### src/rtl/mem_stage_lsu_if.sv
`default_nettype none
// ============================================================================
// Module      : mem_stage_lsu_if
// Description : req/gnt/rvalid data-memory bus between the memory-stage LSU
//               (master) and the data memory (slave).
// Revision    : 1.0 - initial release
// ============================================================================
interface mem_stage_lsu_if;
   logic        mem_req;
   logic        mem_we;
   logic [31:0] mem_addr;
   logic [31:0] mem_wdata;
   logic [3:0]  mem_be;
   logic        mem_gnt;
   logic        mem_rvalid;
   logic [31:0] mem_rdata;

   modport master (
      output mem_req, mem_we, mem_addr, mem_wdata, mem_be,
      input  mem_gnt, mem_rvalid, mem_rdata
   );

   modport slave (
      input  mem_req, mem_we, mem_addr, mem_wdata, mem_be,
      output mem_gnt, mem_rvalid, mem_rdata
   );
endinterface
`default_nettype wire

### src/rtl/mem_stage_lsu.sv
`default_nettype none
// ============================================================================
// Module      : mem_stage_lsu
// Description : Memory-stage load/store unit. Issues loads/stores on a
//               req/gnt/rvalid bus, steers store byte lanes, extends load
//               data, owns the MEM/WB register and stalls upstream while an
//               access is outstanding. Accesses that wait MAX_WAIT cycles are
//               abandoned with a one-cycle bus_err pulse.
//               Optional macro MISALIGN_TRAP_EN adds a registered 'misalign'
//               pulse and suppresses the bus request for misaligned accesses.
// Revision    : 1.0 - initial release
// ============================================================================
module mem_stage_lsu #(
   parameter int MAX_WAIT = 255,
   parameter int CW       = 8
) (
   input  wire logic        clk,
   input  wire logic        rst,
   input  wire logic [31:0] ALUResultM,
   input  wire logic [31:0] WriteDataM,
   input  wire logic [31:0] PCPlus4M,
   input  wire logic [4:0]  RdM,
   input  wire logic        RegWriteM,
   input  wire logic        MemWriteM,
   input  wire logic [1:0]  ResultSrcM,
   input  wire logic [2:0]  funct3M,
   mem_stage_lsu_if.master  bus,
   output logic             StallM,
   output logic             bus_err,
`ifdef MISALIGN_TRAP_EN
   output logic             misalign,
`endif
   output logic [31:0]      ALUResultW,
   output logic [31:0]      ReadDataW,
   output logic [31:0]      PCPlus4W,
   output logic [4:0]       RdW,
   output logic             RegWriteW,
   output logic [1:0]       ResultSrcW
);

   localparam logic [CW-1:0] MAX_CNT = CW'(MAX_WAIT);

   typedef enum logic [1:0] {
      S_IDLE = 2'd0,
      S_REQ  = 2'd1,
      S_RESP = 2'd2
   } state_t;

   state_t        state_q, state_d;
   logic [CW-1:0] cnt_q, cnt_d;
   logic          bus_err_q, bus_err_d;

   logic [31:0]   alu_w_q, alu_w_d;
   logic [31:0]   rdata_w_q, rdata_w_d;
   logic [31:0]   pc4_w_q, pc4_w_d;
   logic [4:0]    rd_w_q, rd_w_d;
   logic          regwr_w_q, regwr_w_d;
   logic [1:0]    rsrc_w_q, rsrc_w_d;

   logic          is_load, access, mis_acc;
   logic [1:0]    off;
   logic [3:0]    st_be;
   logic [31:0]   st_wdata;
   logic [7:0]    ld_byte;
   logic [15:0]   ld_half;
   logic [31:0]   ld_ext;

   logic          req_c, stall_c, complete, abandon, load_done;

   assign is_load = (ResultSrcM == 2'b01);
   assign access  = MemWriteM | is_load;
   assign off     = ALUResultM[1:0];

`ifdef MISALIGN_TRAP_EN
   logic misalign_q, misalign_d;

   // Halfword with odd offset or word with any nonzero offset is misaligned.
   assign mis_acc = access &&
                    (((funct3M == 3'b001) || (is_load && funct3M == 3'b101)) && off[0] ||
                     (funct3M == 3'b010) && (off != 2'b00));
   assign misalign_d = (state_q == S_IDLE) && mis_acc;
   assign misalign   = misalign_q;

   // Misalign pulse register.
   always_ff @(posedge clk) begin
      if (!rst) misalign_q <= 1'b0;
      else      misalign_q <= misalign_d;
   end
`else
   assign mis_acc = 1'b0;
`endif

   // Store lane steering: replicate data across lanes, enable only the target bytes.
   always_comb begin
      st_be    = 4'b0000;
      st_wdata = WriteDataM;
      case (funct3M)
         3'b000: begin
            st_wdata = {4{WriteDataM[7:0]}};
            st_be    = 4'b0001 << off;
         end
         3'b001: begin
            st_wdata = {2{WriteDataM[15:0]}};
            st_be    = 4'b0011 << {off[1], 1'b0};
         end
         3'b010: st_be = 4'b1111;
         default: st_be = 4'b0000;
      endcase
   end

   // Load extraction: pick byte/halfword by offset, then sign or zero extend.
   always_comb begin
      ld_ext = 32'd0;
      case (off)
         2'd0:    ld_byte = bus.mem_rdata[7:0];
         2'd1:    ld_byte = bus.mem_rdata[15:8];
         2'd2:    ld_byte = bus.mem_rdata[23:16];
         default: ld_byte = bus.mem_rdata[31:24];
      endcase
      ld_half = off[1] ? bus.mem_rdata[31:16] : bus.mem_rdata[15:0];
      case (funct3M)
         3'b000:  ld_ext = {{24{ld_byte[7]}}, ld_byte};
         3'b001:  ld_ext = {{16{ld_half[15]}}, ld_half};
         3'b010:  ld_ext = bus.mem_rdata;
         3'b100:  ld_ext = {24'd0, ld_byte};
         3'b101:  ld_ext = {16'd0, ld_half};
         default: ld_ext = 32'd0;
      endcase
   end

   // Access FSM: next state, wait counter, request/stall and completion flags.
   // Timeout takes priority so the counter can never run past MAX_CNT.
   always_comb begin
      state_d   = state_q;
      cnt_d     = cnt_q;
      bus_err_d = 1'b0;
      req_c     = 1'b0;
      stall_c   = 1'b0;
      complete  = 1'b0;
      abandon   = 1'b0;
      load_done = 1'b0;
      case (state_q)
         S_IDLE: begin
            cnt_d = '0;
            if (access && !mis_acc) begin
               req_c = 1'b1;
               if (MemWriteM && bus.mem_gnt) begin
                  complete = 1'b1;
               end else begin
                  stall_c = 1'b1;
                  state_d = bus.mem_gnt ? S_RESP : S_REQ;
               end
            end else begin
               complete = 1'b1;
               abandon  = mis_acc;
            end
         end
         S_REQ: begin
            req_c = 1'b1;
            if (cnt_q == MAX_CNT) begin
               bus_err_d = 1'b1;
               complete  = 1'b1;
               abandon   = 1'b1;
               state_d   = S_IDLE;
               cnt_d     = '0;
            end else if (bus.mem_gnt && MemWriteM) begin
               complete = 1'b1;
               state_d  = S_IDLE;
               cnt_d    = '0;
            end else begin
               stall_c = 1'b1;
               cnt_d   = cnt_q + 1'b1;
               if (bus.mem_gnt) state_d = S_RESP;
            end
         end
         S_RESP: begin
            if (cnt_q == MAX_CNT) begin
               bus_err_d = 1'b1;
               complete  = 1'b1;
               abandon   = 1'b1;
               state_d   = S_IDLE;
               cnt_d     = '0;
            end else if (bus.mem_rvalid) begin
               complete  = 1'b1;
               load_done = 1'b1;
               state_d   = S_IDLE;
               cnt_d     = '0;
            end else begin
               stall_c = 1'b1;
               cnt_d   = cnt_q + 1'b1;
            end
         end
         default: begin
            state_d = S_IDLE;
            cnt_d   = '0;
         end
      endcase
   end

   // Bus outputs; address and data follow the held *M inputs directly.
   assign bus.mem_req   = req_c & rst;
   assign bus.mem_we    = MemWriteM;
   assign bus.mem_addr  = {ALUResultM[31:2], 2'b00};
   assign bus.mem_wdata = st_wdata;
   assign bus.mem_be    = MemWriteM ? st_be : 4'b1111;
   assign StallM        = stall_c & rst;
   assign bus_err       = bus_err_q;

   // MEM/WB next value: capture on completion, bubble while stalled.
   always_comb begin
      alu_w_d   = alu_w_q;
      rdata_w_d = rdata_w_q;
      pc4_w_d   = pc4_w_q;
      rd_w_d    = rd_w_q;
      regwr_w_d = regwr_w_q;
      rsrc_w_d  = rsrc_w_q;
      if (complete) begin
         alu_w_d   = ALUResultM;
         pc4_w_d   = PCPlus4M;
         rd_w_d    = RdM;
         regwr_w_d = RegWriteM & ~abandon;
         rsrc_w_d  = ResultSrcM;
         if (load_done) rdata_w_d = ld_ext;
      end else begin
         rd_w_d    = 5'd0;
         regwr_w_d = 1'b0;
      end
   end

   // FSM state, wait counter and bus error pulse registers.
   always_ff @(posedge clk) begin
      if (!rst) begin
         state_q   <= S_IDLE;
         cnt_q     <= '0;
         bus_err_q <= 1'b0;
      end else begin
         state_q   <= state_d;
         cnt_q     <= cnt_d;
         bus_err_q <= bus_err_d;
      end
   end

   // MEM/WB pipeline register.
   always_ff @(posedge clk) begin
      if (!rst) begin
         alu_w_q   <= 32'd0;
         rdata_w_q <= 32'd0;
         pc4_w_q   <= 32'd0;
         rd_w_q    <= 5'd0;
         regwr_w_q <= 1'b0;
         rsrc_w_q  <= 2'd0;
      end else begin
         alu_w_q   <= alu_w_d;
         rdata_w_q <= rdata_w_d;
         pc4_w_q   <= pc4_w_d;
         rd_w_q    <= rd_w_d;
         regwr_w_q <= regwr_w_d;
         rsrc_w_q  <= rsrc_w_d;
      end
   end

   assign ALUResultW = alu_w_q;
   assign ReadDataW  = rdata_w_q;
   assign PCPlus4W   = pc4_w_q;
   assign RdW        = rd_w_q;
   assign RegWriteW  = regwr_w_q;
   assign ResultSrcW = rsrc_w_q;

endmodule
`default_nettype wire

### src/flat_wrapper.sv
// flat-port wrapper written by rule: the top's interface ports become plain ports
module mem_stage_lsu_flat 
#(
   parameter int MAX_WAIT = 255,
   parameter int CW       = 8
)
  (clk, rst, ALUResultM, WriteDataM, PCPlus4M, RdM, RegWriteM, MemWriteM, ResultSrcM, funct3M, StallM, bus_err, ALUResultW, ReadDataW, PCPlus4W, RdW, RegWriteW, ResultSrcW, bus_mem_req, bus_mem_we, bus_mem_addr, bus_mem_wdata, bus_mem_be, bus_mem_gnt, bus_mem_rvalid, bus_mem_rdata);
  mem_stage_lsu_if bus_i ();
  input  wire logic clk;
  input  wire logic rst;
  input  wire logic [31:0] ALUResultM;
  input  wire logic [31:0] WriteDataM;
  input  wire logic [31:0] PCPlus4M;
  input  wire logic [4:0] RdM;
  input  wire logic RegWriteM;
  input  wire logic MemWriteM;
  input  wire logic [1:0] ResultSrcM;
  input  wire logic [2:0] funct3M;
  output logic StallM;
  output logic bus_err;
  output logic [31:0] ALUResultW;
  output logic [31:0] ReadDataW;
  output logic [31:0] PCPlus4W;
  output logic [4:0] RdW;
  output logic RegWriteW;
  output logic [1:0] ResultSrcW;
  output wire logic [$bits(bus_i.mem_req)-1:0] bus_mem_req;
  output wire logic [$bits(bus_i.mem_we)-1:0] bus_mem_we;
  output wire logic [$bits(bus_i.mem_addr)-1:0] bus_mem_addr;
  output wire logic [$bits(bus_i.mem_wdata)-1:0] bus_mem_wdata;
  output wire logic [$bits(bus_i.mem_be)-1:0] bus_mem_be;
  input wire logic [$bits(bus_i.mem_gnt)-1:0] bus_mem_gnt;
  input wire logic [$bits(bus_i.mem_rvalid)-1:0] bus_mem_rvalid;
  input wire logic [$bits(bus_i.mem_rdata)-1:0] bus_mem_rdata;
  assign bus_mem_req = bus_i.mem_req;
  assign bus_mem_we = bus_i.mem_we;
  assign bus_mem_addr = bus_i.mem_addr;
  assign bus_mem_wdata = bus_i.mem_wdata;
  assign bus_mem_be = bus_i.mem_be;
  assign bus_i.mem_gnt = bus_mem_gnt;
  assign bus_i.mem_rvalid = bus_mem_rvalid;
  assign bus_i.mem_rdata = bus_mem_rdata;
  mem_stage_lsu #(.MAX_WAIT(MAX_WAIT), .CW(CW)) u_core (.clk(clk), .rst(rst), .ALUResultM(ALUResultM), .WriteDataM(WriteDataM), .PCPlus4M(PCPlus4M), .RdM(RdM), .RegWriteM(RegWriteM), .MemWriteM(MemWriteM), .ResultSrcM(ResultSrcM), .funct3M(funct3M), .bus(bus_i), .StallM(StallM), .bus_err(bus_err), .ALUResultW(ALUResultW), .ReadDataW(ReadDataW), .PCPlus4W(PCPlus4W), .RdW(RdW), .RegWriteW(RegWriteW), .ResultSrcW(ResultSrcW));
endmodule
### config.mk
export PLATFORM = sky130hd
export DESIGN_NAME = mem_stage_lsu_flat
export DESIGN_NICKNAME = d
export VERILOG_FILES = /design/src/rtl/mem_stage_lsu_if.sv /design/src/rtl/mem_stage_lsu.sv /design/src/flat_wrapper.sv
export SDC_FILE = /design/constraint.sdc
export NUM_CORES = 1
export LEC_CHECK = 0
export BUFFER_PORTS_ARGS = -buffer_cell sky130_fd_sc_hd__clkbuf_2
export CORE_UTILIZATION = 30
export DETAILED_ROUTE_END_ITERATION = 12
export GPL_TIMING_DRIVEN = 0
export HOLD_SLACK_MARGIN = 0.03
export PLACE_DENSITY = 0.7
export SYNTH_ARGS = -nofsm -noshare
export SYNTH_HDL_FRONTEND = slang
export SYNTH_SLANG_ARGS = --single-unit
export TNS_END_PERCENT = 50
### constraint.sdc
create_clock -name clk -period 2.2 [get_ports clk]
set_clock_uncertainty 0.15 [all_clocks]
set_input_delay 0.33 -clock clk [delete_from_list [all_inputs] [get_ports clk]]
set_output_delay 0.33 -clock clk [all_outputs]
set_load 0.1 [all_outputs]
==> flow_summary.yaml <==
logic_synthesis:
  syn-instance-count: 656
  synth_largest_area_cell: "dfxtp_1"
  yosys.area_share.adder_pct: 1.06
  yosysTopAreaCellShare_pct: 38.9
  synth_edf_count: 0
  ys_warn_count: 0
  synth_cell_type_count: 49
  synthTopCellsByArea: "dfxtp_1 39%, mux2i_1 13%, nand2_1 10%, buf_4 6.1%, mux2_2 3.2%"
  synthArstFlopShare_pct: 0
  synthSimpleGateAreaFrac_pct: 15.3
  synth_top_family_by_area: "multiplexers"
  synthFlopType: "dfxtp_1"
  yosysMostFrequentCell: "nand2_1"
  synth_xor_area_share_pct: 0.888
  synthTopCellsByCount: "159 x nand2_1, 115 x dfxtp_1, 75 x mux2i_1, 48 x buf_4, 34 x clkbuf_1"
  synth_compound_area_share_pct: 14.7
  ys_ff_latch: 115
  synth.avg_cell_area_um2: 9.02
  yosysSeqAreaShare_pct: 38.9
  synthMuxAreaShare_pct: 19.2
  syn_area_um2: 5920
status:
  run_status: "completed"
global_route:
  grtUsageTotal_pct: 20.8
  grt_pass1_vias: 6265
  grt_max_degree: 17
  grt_first_pass_wirelength_um: 32200
  antenna_found_initial: 0
  grt-ovfl-total: 0
die:
  die_y_um: 142
  rows: 50
  coreArea_um2: 19000
  die_w_um: 142
  dieArea_um2: 20300
  initial_core_util_pct: 31.1
  pin_count: 320
critical_path:
  critical_path_class: "register to output port"
  crit_required_ns: 1.72
  cp-end-kind: "output port"
  cpMaxStageDelayCell: "dfxtp_2"
  critPathBufInv: 2
  cp.arrival_ns: 1.70
  critical_path.startpoint_type: "register"
  slowest_delay_ns: 0.34
  cp_max_fo: 4
  path_delay_family: "compound AO/OA/AOI/OAI gates"
  crit_path_cell_trace: "inv_2 > ha_4 > a21boi_4 > o22ai_2 > a21oi_2 > buf_12"
final_layout:
  syn_to_final_growth_pct: 60.4
  nets: 1209
  area.sequential_um2: 2310
  antennaDiodeCount: 0
  layout-drive-gt1-share_pct: 45.6
  multi_input_area_um2: 3200
  fill_cells: 1765
placement:
  hpwl_um: 15800
  gp_congestion: 0.857
  io_buffers: 313
clocking:
  clock_latency_ns: 0.41
  cts.sinks: 115
  cts-root-buf: "clkbuf_16"
  cts_buffer_depth: 2
  cts_inserted_buffers: 17
  path_clk_slew_ns: 0.06
  htreeDepth: 4
  cts_tree: "built"
timing:
  tightestPinTransition_ns: 0.713
  tns_ns: 0
  max_clock_freq_mhz: 459
  relSlewSlack_pct: 52.4
  fin_crit_ns: 2.18
  rsz0062_at_grt: "yes"
  whs_ns: 0.0431
  period_share_pct: 99.1
  final_max_slew_viol_count: 0
  finalHoldViolCount: 0
  setup_violations: 0
drt:
  route.vias.total: 6419
  ant_nets: 0
  via_per_inst: 4.82
  dr.pass1.iters: 6
  drtIter0Drc: 376
  wl_per_cell_um: 16.3
  post-route-drc-count: 0
  wl_um: 21700
power:
  clkPwrFrac_pct: 25.5
  combinationalPowerShare_pct: 50.8
  power_switching_mw: 5.54
  p_int_mw: 5.60
  share_seq_of_total_power_pct: 23.6
  cellLeakagePower_nw: 4.42
  powerDensity_nw_per_um2: 1170
  netSwitchingFraction_pct: 49.7
  peakVddDrop_v: 0.000779
min_path:
  min_path_type: "input port to register"
flow_run:
  cap_violations: 0
-- worst register-to-register path, delay by kind of cell (launching register included) --
family,cells,cell delay (ns)
buffers and inverters,4,0.55
and+or+nand+nor,2,0.25
DFF,1,0.34
adders and majority gates,1,0.20
AOI/OAI and AO/OA,2,0.46
-- cells by family (layout without fill, tap and decap cells) --
group | after synthesis | count (layout)
and+or+nand+nor | 215 | 215
AOI/OAI and AO/OA | 114 | 114
adders and majority gates | 5 | 5
xor gates and xnor gates | 6 | 6
buffers and inverters | 99 | 514
DFF | 115 | 115
muxes | 101 | 101
other | 1 | 2
-- worst paths after layout --
check | to | slack, ns | depth (start not counted) | startpoint
worst min register to register | u_core.cnt_q[0] | 0.28 | 1 | u_core.cnt_q[0]
worst max-delay path | StallM | 0.02 | 6 | u_core.state_q[1]
worst max register to register | u_core.ReadDataW[9] | 0.11 | 9 | u_core.state_q[0]
worst min-delay path | u_core.ALUResultW[3] | 0.04 | 3 | ALUResultM[3]
-- stage by stage --
| stage | cell area, um^2 | setup slack [ns] | total power, mW | util [%] | cells |
|---|---|---|---|---|---|
| 2_1_floorplan | 5990 | -0.309 | 7.01 | - | 657 |
| 3_3_place_gp | 7890 | -0.727 | 7.88 | 41.5 | 1230 |
| 3_5_place_dp | 7890 | -0.694 | 7.91 | 41.5 | 1230 |
| 4_1_cts | 9400 | -0.00622 | 11.0 | 49.4 | 1331 |
| 5_1_grt | 9490 | -0.0657 | 11.5 | 49.9 | 1332 |
| 6_report | 9490 | 0.0206 | 11.1 | 49.9 | 1332 |
-- timing repair --
action / 4_1_cts / 5_1_grt
hold endpoints to repair: 63 / 0
pin swaps: 5 / 1
setup buffers: 7 / 0
endpoints found under the setup margin: 120 / 105
resized for setup: 65 / 32
cloned: 0 / 1
hold buffers: 63 / 0
-- cell usage in the layout, fill, tap and decap left out, types with 8 or more instances in the layout --
master / instances
a211oi_2: 10
mux2i_1: 74
clkbuf_1: 27
a222oi_1: 8
buf_4: 47
a32o_1: 17
o21ai_0: 18
buf_6: 8
clkbuf_16: 18
buf_2: 15
dfxtp_1: 112
nor2_1: 22
nand2_1: 157
dlygate4sd3_1: 63
mux4_2: 8
clkbuf_4: 12
a21oi_1: 22
mux2_2: 17
clkbuf_2: 292
-- sequential cells by signal, summed over array words and instances, names as in the netlist --
name               flops
u_core.ALUResultW     32
u_core.PCPlus4W       32
u_core.ReadDataW      32
u_core.cnt_q           8
u_core.RdW             5
u_core.ResultSrcW      2
u_core.state_q         2
u_core.RegWriteW       1
u_core.bus_err         1
-- power groups by stage --
stage               Clock [mW]  Combinational (mW)  Sequential, mW
floorplan                    0                1.94            5.06
global placement             0                5.23            2.65
detailed placement           0                5.25            2.65
CTS                       2.88                5.52            2.63
global route              2.97                5.84            2.67
finish                    2.85                5.66            2.63
-- layout make-up --
class                   count  share of cell area (%)
clock buffers              19                    4.67
repair buffers            384                    25.1
multi-input cells         443                    33.7
flip-flops and latches    115                    24.3
clock inverters            12                    1.66
inverters                   6                   0.237
plain buffers              93                    6.94
well taps                 260                    3.43
-- layer usage --
metal	share of wire (%)	global-route usage (%)	wire, um	vias to the layer above
met5	0	0	0	-
met4	2.2	7.41	469	0
met3	7.2	5.62	1580	34
met2	51	38.8	11100	299
met1	40	22.2	8620	3021
li1	-	-	-	3065
No activity file was read; power rests on OpenSTA's default activity.
